### config.mk
export PLATFORM = sky130hd
export DESIGN_NAME = reg_scoreboard
export DESIGN_NICKNAME = d
export VERILOG_FILES = /design/src/rtl/reg_scoreboard_pkg.sv /design/src/rtl/pending_counter.sv /design/src/rtl/reg_scoreboard.sv
export SDC_FILE = /design/constraint.sdc
export NUM_CORES = 1
export LEC_CHECK = 0
export CAP_MARGIN = 0
export CORE_MARGIN = 3
export CORE_UTILIZATION = 48
export CTS_BUF_LIST = sky130_fd_sc_hd__clkbuf_8
export DETAILED_ROUTE_END_ITERATION = 8
export PLACE_DENSITY = 0.76
export SETUP_SLACK_MARGIN = 0.4
export SYNTH_ARGS = -nofsm -noshare
export SYNTH_HDL_FRONTEND = slang
export SYNTH_HIERARCHICAL = 1
export SYNTH_SLANG_ARGS = --single-unit
### constraint.sdc
create_clock -name clk -period 3.1 [get_ports clk]
set_clock_uncertainty 0.15 [all_clocks]
set_input_delay 0.775 -clock clk [delete_from_list [all_inputs] [get_ports clk]]
set_output_delay 0.775 -clock clk [all_outputs]
set_load 0.01 [all_outputs]
### src/rtl/reg_scoreboard_pkg.sv
// reg_scoreboard_pkg
//   Shared sizes and types for the register scoreboard: register address
//   width, register count, in-flight limit and counter width, plus a small
//   up/down step helper used by every 2-bit counter in the block.
package reg_scoreboard_pkg;

  localparam int REG_ADDR_W   = 3;
  localparam int NUM_REGS     = 8;
  localparam int MAX_INFLIGHT = 3;
  localparam int CNT_W        = 2;

  typedef logic [CNT_W-1:0]      cnt_t;
  typedef logic [REG_ADDR_W-1:0] reg_addr_t;

  // Net up/down step; callers guarantee the result stays in range.
  function automatic cnt_t step_cnt(input cnt_t v, input logic up, input logic dn);
    return v + cnt_t'(up) - cnt_t'(dn);
  endfunction

endpackage

### src/rtl/pending_counter.sv
// pending_counter
//   Saturating 2-bit pending-write counter for one architectural register.
//   Ports:
//     clk   - clock, rising edge
//     rst   - asynchronous active-low reset, clears the count
//     inc   - one more write pending (accepted issue)
//     dec   - one pending write completed (clean retire)
//     clr   - drop every pending write (flush); wins over inc/dec
//     count - current pending count
//     ovf   - inc requested with count already at max and no dec to offset it
//     unf   - dec requested with count at zero
//   An offending inc or dec is dropped so the counter never wraps; the
//   other half of a simultaneous inc/dec pair still applies.
module pending_counter
  import reg_scoreboard_pkg::*;
(
  input  logic clk,
  input  logic rst,
  input  logic inc,
  input  logic dec,
  input  logic clr,
  output cnt_t count,
  output logic ovf,
  output logic unf
);

  cnt_t count_q;
  cnt_t count_d;
  logic dec_ok;
  logic inc_ok;

  always_comb begin
    dec_ok  = dec & (count_q != '0);
    // At max, an increment is only legal when a same-cycle decrement frees a slot.
    inc_ok  = inc & ((count_q != '1) | dec_ok);
    unf     = dec & ~dec_ok;
    ovf     = inc & ~inc_ok;
    count_d = clr ? '0 : step_cnt(count_q, inc_ok, dec_ok);
  end

  always_ff @(posedge clk or negedge rst) begin
    if (!rst) count_q <= '0;
    else      count_q <= count_d;
  end

  assign count = count_q;

endmodule

### src/rtl/reg_scoreboard.sv
// reg_scoreboard
//   Tracks pending register writes between issue and writeback of an
//   in-order pipeline, blocks issue on read-after-write hazards or a full
//   pipeline, and marks writebacks of flushed instructions as dirty so the
//   register file suppresses them.
//   Ports:
//     clk, rst                 - clock; asynchronous active-low reset
//     issue_valid/wen/wreg     - instruction at issue, its destination
//     issue_rreg1/2, use1/2    - its sources and whether each is read
//     wb_valid/skip/wreg       - instruction retiring, no-write flag, destination
//     flush                    - kill every in-flight instruction not retiring now
//     stall                    - issue blocked this cycle (combinational)
//     wb_dirty                 - retiring instruction was killed (combinational)
//     busy                     - per-register pending-write flags
//     inflight                 - issued, not yet retired instruction count
//     err                      - sticky protocol violation
//   Handshake: an issue is taken on a rising edge where issue_valid=1,
//   stall=0 and flush=0; every taken issue is answered by exactly one later
//   wb_valid pulse, in issue order. wb_valid has no back-pressure.
module reg_scoreboard
  import reg_scoreboard_pkg::*;
(
  input  logic                  clk,
  input  logic                  rst,
  input  logic                  issue_valid,
  input  logic                  issue_wen,
  input  logic [REG_ADDR_W-1:0] issue_wreg,
  input  logic [REG_ADDR_W-1:0] issue_rreg1,
  input  logic [REG_ADDR_W-1:0] issue_rreg2,
  input  logic                  issue_use1,
  input  logic                  issue_use2,
  input  logic                  wb_valid,
  input  logic                  wb_skip,
  input  logic [REG_ADDR_W-1:0] wb_wreg,
  input  logic                  flush,
  output logic                  stall,
  output logic                  wb_dirty,
  output logic [NUM_REGS-1:0]   busy,
  output logic [CNT_W-1:0]      inflight,
  output logic                  err
);

  cnt_t inflight_q, inflight_d;
  cnt_t kill_cnt_q, kill_cnt_d;
  logic err_q, err_d;

  cnt_t                cnt [NUM_REGS];
  logic [NUM_REGS-1:0] ovf;
  logic [NUM_REGS-1:0] unf;
  logic [NUM_REGS-1:0] inc;
  logic [NUM_REGS-1:0] dec;

  logic accept;
  logic wb_ok;
  logic wb_bad;
  logic clean_wr;

  always_comb begin
    for (int i = 0; i < NUM_REGS; i++) busy[i] = (cnt[i] != '0);
  end

  // Hazard check uses registered state only; a writeback this cycle does
  // not release a waiting reader until the next cycle.
  assign stall = issue_valid &
                 ((issue_use1 & busy[issue_rreg1]) |
                  (issue_use2 & busy[issue_rreg2]) |
                  (inflight_q == cnt_t'(MAX_INFLIGHT)));

  assign accept   = issue_valid & ~stall & ~flush;
  assign wb_dirty = wb_valid & (kill_cnt_q != '0);
  // A writeback with nothing in flight is a violation and is ignored.
  assign wb_bad   = wb_valid & (inflight_q == '0);
  assign wb_ok    = wb_valid & ~wb_bad;
  assign clean_wr = wb_ok & ~wb_dirty & ~wb_skip;

  for (genvar g = 0; g < NUM_REGS; g++) begin : g_cnt
    assign inc[g] = accept & issue_wen & (issue_wreg == reg_addr_t'(g));
    assign dec[g] = clean_wr & (wb_wreg == reg_addr_t'(g));

    pending_counter u_cnt (
      .clk   (clk),
      .rst   (rst),
      .inc   (inc[g]),
      .dec   (dec[g]),
      .clr   (flush),
      .count (cnt[g]),
      .ovf   (ovf[g]),
      .unf   (unf[g])
    );
  end

  always_comb begin
    inflight_d = step_cnt(inflight_q, accept, wb_ok);
    kill_cnt_d = step_cnt(kill_cnt_q, 1'b0, wb_ok & wb_dirty);
    if (flush) begin
      // Everything still in flight after this cycle's retire becomes killed.
      inflight_d = step_cnt(inflight_q, 1'b0, wb_ok);
      kill_cnt_d = step_cnt(inflight_q, 1'b0, wb_ok);
    end
    err_d = err_q | wb_bad | (|ovf) | (|unf);
  end

  always_ff @(posedge clk or negedge rst) begin
    if (!rst) begin
      inflight_q <= '0;
      kill_cnt_q <= '0;
      err_q      <= 1'b0;
    end else begin
      inflight_q <= inflight_d;
      kill_cnt_q <= kill_cnt_d;
      err_q      <= err_d;
    end
  end

  assign inflight = inflight_q;
  assign err      = err_q;

endmodule

==> summary.md, run 1 <==
| Metric | Value |
|---|---|
| Max Clock Freq | `a little over 0.3 GHz` |
| H-tree levels | `1` |
| Cell chain of the critical path | `or2_4 -> mux2_4 -> mux4_2 -> a2111oi_4 -> buf_4 -> nor2b_1 -> buf_2` |
| Fraction of synthesized cell area in xor and xnor cells | `0.1146` |
| Final setup fails | `19` |
| RSZ-0062 raised after global routing | `yes` |
| Pre-CTS worst setup slack | `-0.8942 ns` |
| Power Density | `330.0 nW/um^2` |
| DIE WIDTH | `68.55 um` |
| Final hold vios | `0` |
| Clock latency on the worst-skew pair | `about 0.27 ns` |
| Mux share of post-synthesis cell area | `0.03531` |
| IO Port Bufs | `33` |
| Setup ws final | `-0.2134 ns` |
| Initial core utilization | `0.5054` |
| Critical Path AT | `2.39 ns` |
| Routed vias | `about 1,800` |
| HPWL after detailed placement | `3633 um` |
| Die area | `4699 um^2` |
| Number of global-route vias before repair | `between 1,500 and 2,000` |
| Mapped Cells | `200` |
| Clock net sink count | `21` |
| CP endpoint kind | `output port` |
| Flop and latch count out of synthesis | `21` |
| Vias per cell | `5.535` |
| First-pass GRT wire length | `7948 um` |
| Reg2Reg Setup Slack | `-0.20 ns` |
| Slew Limit Headroom | `0.7767` |
| Largest family of logic cells by synthesized area | `simple AND/OR/NAND/NOR gates` |
| Syn Std Cell Area | `1878 um^2` |
| Clock network power share | `0.203` |
| Core Area | `approximately 3700 um^2` |
| Failing checks | `setup timing` |
| Chip height | `68.55 um` |
| Layout area overhead | `53.03%` |
| Unique masters post-synth | `35` |
| Fill cell count | `246` |
| Final core utilization | `0.7734` |
| RePlAce Congestion | `slightly below 0.9` |
| Final global-route overflow total | `0` |
| Seq/Total Area, Yosys | `0.2798` |
| Ant diodes | `0` |
| Crit-path max FO | `3` |
| Num CTS Buffers | `3` |
| Commonest non-fill, non-tap cell in the layout | `buf_4` |
| Crit start category | `flip-flop` |
| Crit path time final | `3.313 ns` |
| Number of max-cap violations | `0` |
| Synth Area in Simple Gates | `0.2938` |
| Synth Area in Adders | `0.1332` |
| Switching power | `roughly 330 uW` |
| Period utilisation layout | `1.069` |
| Hold slack final | `0.4685 ns` |
| Longest Clk Path Bufs | `2` |
| Ys Warns | `6` |
| WL/cell | `15.58 um` |
| Critical path class | `flip-flop to output port` |
| Initial antenna violation count | `0` |
| Row Count | `22` |
| Sequential Power Share | `0.353` |
| Detail Route Antenna Nets | `0` |
| Worst hold path type | `flip-flop to flip-flop` |
| Cell leakage power | `1.432 nW` |
| Layout cells sized above 1 | `0.3286` |
| Clk pin slew, worst setup/hold paths | `0.09 ns` |
| Largest net degree at the start of global routing | `24` |
| Slew @ Worst Pin | `0.3342 ns` |
| Hold Buf Count CTS | `0` |
| Complex-gate fraction of the synthesized area | `0.1093` |
| CP max stage delay | `0.50 ns` |
| IO Count | `34` |
| Switching share of total power | `0.3466` |
| DRT Wirelength | `5158 um` |
| CP max-delay cell | `mux4_2` |
| Internal cell power | `619.6 uW` |
| Mapped Avg Cell Area | `9.390 um^2` |
| Most frequent cells in the layout | `42 x buf_4, 21 x dfrtp_1, 20 x clkdlybuf4s50_1` |
| Final setup TNS | `-2.783 ns` |
| Iteration-0 DRC Markers | `161` |
| Router iterations before antenna repair | `4` |
| Post-route DRC | `0` |
| Outcome | `complete, but fails checks` |
| Nets | `roughly 330` |
| Gate power share | `0.444` |
| CP required | `2.17 ns` |
| Final Max Slew Viols | `0` |
| Max IR drop VDD | `0.1958 mV` |
| Post-Syn Nets | `241` |
| Root buffer cell | `clkbuf_8` |
| Total track usage | `0.2293` |
| CTS tree | `yes` |
## routing by layer
metal / vias to the layer above / GRT usage / wire, um
met5: - / 0 / 0
met4: 0 / 0.09429 / 183
met3: 17 / 0.03890 / 295
met2: 64 / 0.3969 / 2493
met1: 869 / 0.2799 / 2185
li1: 882 / - / -
## worst paths after layout
check,to,depth (start not counted),startpoint
max,stall,7,g_cnt[6].u_cnt/count[1]
min,inflight[1],2,inflight[1]
max reg2reg,g_cnt[2].u_cnt/count[1],12,g_cnt[6].u_cnt/count[1]
min reg2reg,inflight[1],2,inflight[1]
max in group asynchronous,g_cnt[5].u_cnt/count[0],2,rst
min in group asynchronous,inflight[1],2,rst
## power by group through the flow
stage / Sequential, mW / Clock (mW) / Combinational [mW]
floorplan: 0.344 / 0 / 0.179
global placement: 0.335 / 0 / 0.353
detailed placement: 0.336 / 0 / 0.362
CTS: 0.335 / 0.196 / 0.403
global route: 0.340 / 0.208 / 0.457
finish: 0.335 / 0.193 / 0.421
## registers in the layout, indices dropped and copies added, names as in the netlist
register and cells:
err 1, kill_cnt_q 2, g_cnt.u_cnt/count 16, inflight 2
## stage by stage
| stage | power (mW) | area, um^2 | instances |
|---|---|---|---|
| 2_1_floorplan | 0.5231 | 1903 | 200 |
| 3_3_place_gp | 0.6875 | 2582 | 319 |
| 3_5_place_dp | 0.6981 | 2582 | 319 |
| 4_1_cts | 0.9338 | 2793 | 327 |
| 5_1_grt | 1.005 | 2874 | 331 |
| 6_report | 0.9483 | 2874 | 331 |
## logic make-up (layout without fill, tap and decap cells)
family	after synthesis	count (layout)
AO/OA/AOI/OAI	29	29
XOR/XNOR	12	12
adder cells (fa/ha/maj)	20	20
buffers and inverters	17	100
flip-flops	21	21
multiplexers	5	5
AND/OR/NAND/NOR	96	96
## area by class of cell
| type | count | area [um^2] | share of cell area |
|---|---|---|---|
| multi-input cells | 162 | 1473 | 0.5124 |
| repair buffers | 80 | 706.9 | 0.2460 |
| flip-flops and latches | 21 | 525.5 | 0.1828 |
| inverters | 16 | 60.06 | 0.02090 |
| well taps | 48 | 60.06 | 0.02090 |
| clock buffers | 3 | 41.29 | 0.01437 |
| clock inverters | 1 | 7.507 | 0.002612 |
## Yosys cell counts, drive strengths merged
master,number,area share
and4b,3,0.016
nor4b,1,0.0047
inv,16,0.032
nand3,2,0.0053
ha,20,0.13
clkbuf,1,0.0020
and4,2,0.0093
a31oi,1,0.0033
and4bb,1,0.0067
mux4,1,0.012
and2,1,0.0033
o21ai,12,0.032
a2111oi,2,0.019
nand2b,3,0.010
mux2i,1,0.0053
and3b,1,0.0047
nand2,14,0.028
nor3b,17,0.068
a21oi,4,0.011
and3,1,0.0033
xnor2,2,0.0093
xor2,2,0.0093
mux2,3,0.018
nor2,22,0.044
nor4,3,0.010
o21a,8,0.032
or4,2,0.0080
o2111a,2,0.012
dfrtp,21,0.28
or2,6,0.020
xnor3,8,0.096
nor2b,11,0.037
nor3,6,0.016
## critical path, delay by kind of cell (launching register included)
family	cells	cell delay (ns)
AND/OR/NAND/NOR	2	0.30
multiplexers	2	0.77
buffers and inverters	2	0.30
AO/OA/AOI/OAI	1	0.36
flip-flops	1	0.38
## what timing repair did
| item | CTS | global route |
|---|---|---|
| gates cloned | 1 | 0 |
| buffers inserted | 3 | 4 |
| gates resized for setup | 61 | 15 |
| setup endpoints to repair | 21 | 21 |
| pin swaps | 18 | 17 |
No activity file was read; power rests on OpenSTA's default activity.
==> inputs of run 2 (changes only) <==
Settings changed: PLACE_DENSITY 0.76 to 0.73, TNS_END_PERCENT set to 100.
Clock period 3.1 ns to 3.2 ns, I/O delays scaled along.
==> run 2 against run 1 <==
  * The run still ends with setup timing left
  * Worst setup slack improved by 0.046 ns
  * Die area did not move
  * Routed wire length fell by 12%
  * Critical path type is now input pin to output port
  * Largest power group unchanged
==> summary.md, run 2 (synthesized netlist as in run 1, its figures left out) <==
| Metric | Value |
|---|---|
| Outcome | `complete, but fails checks` |
| Failing checks | `setup timing` |
| Hold Buf Count CTS | `0 (unchanged)` |
| IO Port Bufs | `33 (unchanged)` |
| Routed vias | `1,713 (-6.5%)` |
| Setup ws final | `-0.1675 ns (+0.04586 ns)` |
| Slew @ Worst Pin | `0.3669 ns (+0.03272 ns)` |
| Worst reg2reg path depth | `12 (unchanged)` |
| Root buffer cell | `clkbuf_8` |
| Worst hold path type | `flip-flop to flip-flop` |
| Post-route DRC | `0 (unchanged)` |
| Reg2Reg Setup Slack | `-0.09 ns (+0.11 ns)` |
| Switching share of total power | `0.3406 (-0.005961)` |
| H-tree levels | `1 (unchanged)` |
| Total power | `873.0 uW (-7.9%)` |
| Largest net degree at the start of global routing | `24 (unchanged)` |
| Endpoint, Worst Hold | `inflight[1]` |
| WL/cell | `13.99 um (-10%)` |
| Final setup fails | `18 (-1)` |
| Launching point of the worst reg2reg path | `g_cnt[6].u_cnt/count[0]` |
| Period utilisation layout | `1.052` |
| DRT Wirelength | `4518 um (-12%)` |
| Gate power share | `0.416 (-0.028)` |
| Hold_sp | `inflight[1]` |
| Critical Path AT | `2.42 ns (+0.03 ns)` |
| Iteration-0 DRC Markers | `71 (-56%)` |
| Crit start category | `input pin` |
| R2R Path End | `g_cnt[1].u_cnt/count[1]` |
| Detail Route Antenna Nets | `0 (unchanged)` |
| Number of max-cap violations | `0 (unchanged)` |
| Final global-route overflow total | `0 (unchanged)` |
| RePlAce Congestion | `0.9084 (+2.1%)` |
| Max Clock Freq | `around 0.30 GHz` |
| Vias per cell | `5.303 (-4.2%)` |
| Max IR drop VDD | `0.1712 mV (-13%)` |
| CP endpoint kind | `output port` |
| Crit-path max FO | `4 (+1)` |
| Clock network power share | `0.201 (-0.002)` |
| Power Density | `320.1 nW/um^2 (-3.0%)` |
| Clock latency on the worst-skew pair | `0.26 ns (about the same)` |
| Core Area | `3716 um^2 (unchanged)` |
| Initial core utilization | `0.5054 (unchanged)` |
| Chip height | `68.55 um (unchanged)` |
| Commonest non-fill, non-tap cell in the layout | `buf_4` |
| Sequential Power Share | `0.383 (+0.030)` |
| Clock net sink count | `21 (unchanged)` |
| Hold slack final | `0.4562 ns (-0.01232 ns)` |
| Clk pin slew, worst setup/hold paths | `0.07 ns (-0.02 ns)` |
| Nets | `317 (-2.5%)` |
| Layout area overhead | `45.24%` |
| Hold Path Stages | `1 (-1)` |
| Most frequent cells in the layout | `36 x buf_4, 24 x clkdlybuf4s50_1, 21 x dfrtp_1` |
| CTS tree | `yes` |
| HPWL after detailed placement | `3487 um (-4.0%)` |
| First-pass GRT wire length | `7300 um (-8.2%)` |
| Longest Clk Path Bufs | `2 (unchanged)` |
| Final Max Slew Viols | `0 (unchanged)` |
| Number of global-route vias before repair | `1,618 (-9.8%)` |
| Crit path time final | `3.368 ns` |
| IO Count | `34 (unchanged)` |
| CP required | `2.25 ns (+0.08 ns)` |
| Layout cells sized above 1 | `0.2836 (-0.04499)` |
| Die area | `4699 um^2 (unchanged)` |
| Switching power | `297.4 uW (-9.5%)` |
| Total track usage | `0.2091 (-0.02016)` |
| DIE WIDTH | `68.55 um (unchanged)` |
| RSZ-0062 raised after global routing | `yes` |
| Final hold vios | `0 (unchanged)` |
| Slew Limit Headroom | `0.7547 (-0.02197)` |
| Router iterations before antenna repair | `4 (unchanged)` |
| Critical path class | `input pin to output port` |
| Num CTS Buffers | `3 (unchanged)` |
| Number of flip-flops in the largest register | `16 (unchanged)` |
| Internal cell power | `575.6 uW (-7.1%)` |
| Initial antenna violation count | `0 (unchanged)` |
| Cell leakage power | `1.343 nW (-6.2%)` |
| Row Count | `22 (unchanged)` |
| Ant diodes | `0 (unchanged)` |
run 2: cell count changes in the layout (fill, tap and decap cells not counted), moves of 2 or more:
cell,delta
buf_6,-3
clkdlybuf4s50_1,+4
buf_2,+2
inv_1,+2
dlymetal6s2s_1,-4
buf_4,-6
nor2_4,-3
nor3b_1,+2
nor2_2,+2
nor3b_2,-2
run 2: area by class of cell:
cell class                      instances  area [um^2]
Tap cell                               48        60.06
Multi-Input combinational cell        162         1425
Clock inverter                          1        3.754
Timing Repair Buffer                   72        611.8
Sequential cell                        21        525.5
Clock buffer                            3        41.29
Inverter                               16        60.06
Fill cell                             280        988.4
run 2: critical path, stage by stage:
cell and delay, ns:
buf_8 0.11, buf_6 0.12, nor3_4 0.11, a21oi_2 0.06, mux4_2 0.50, a2111oi_4 0.38
buf_4 0.18, nor2b_1 0.04, buf_2 0.13
run 2: worst max path at each step:
| stage | endpoint | from | cells after the start |
|---|---|---|---|
| global placement | stall | issue_rreg2[0] | 8 |
| global route | g_cnt[1].u_cnt/count[1] | g_cnt[6].u_cnt/count[0] | 12 |
| CTS | g_cnt[0].u_cnt/count[1] | g_cnt[6].u_cnt/count[1] | 12 |
| finish | stall | issue_rreg2[0] | 9 |
| detailed placement | stall | issue_rreg2[0] | 8 |
| floorplan | g_cnt[5].u_cnt/count[1] | issue_rreg2[0] | 10 |
run 2: routing by layer:
metal	track usage	part of all wire	up-vias
met5	0	0	-
met4	0.05955	0.012	0
met3	0.03566	0.046	5
met2	0.3361	0.46	36
met1	0.2879	0.48	806
li1	-	-	866
run 2: through the flow:
| stage | cell area (um^2) | TNS, ns | setup slack (ns) | cells | util |
|---|---|---|---|---|---|
| 5_1_grt | 2728 | -3.019 | -0.2547 | 323 | 0.7340 |
| 2_1_floorplan | 1903 | -0.6426 | -0.07460 | 200 | - |
| 4_1_cts | 2661 | -1.621 | -0.1183 | 321 | 0.7162 |
| 6_report | 2728 | -0.9625 | -0.1675 | 323 | 0.7340 |
| 3_5_place_dp | 2552 | -15.19 | -0.8452 | 315 | 0.6869 |
| 3_3_place_gp | 2552 | -14.44 | -0.7960 | 315 | 0.6869 |
run 2: what timing repair did:
item	CTS	global route
setup buffers	1	2
cloned	1	0
gates resized for setup	42	11
pin swaps	14	12
setup endpoints to repair	21	20
run 2: power by group through the flow:
stage	sequential [mW]	clock, mW	combinational [mW]
after global routing	0.339	0.194	0.401
after detailed placement	0.334	0	0.330
after CTS	0.334	0.183	0.346
after global placement	0.331	0	0.323
final	0.335	0.175	0.363
after floorplan	0.333	0	0.174
==> inputs of run 3 (changes only) <==
Settings changed: TNS_END_PERCENT 100 to not set.
==> results of run 3 <==
Same layout as run 2: the final DEF is identical, and so are final timing and power.
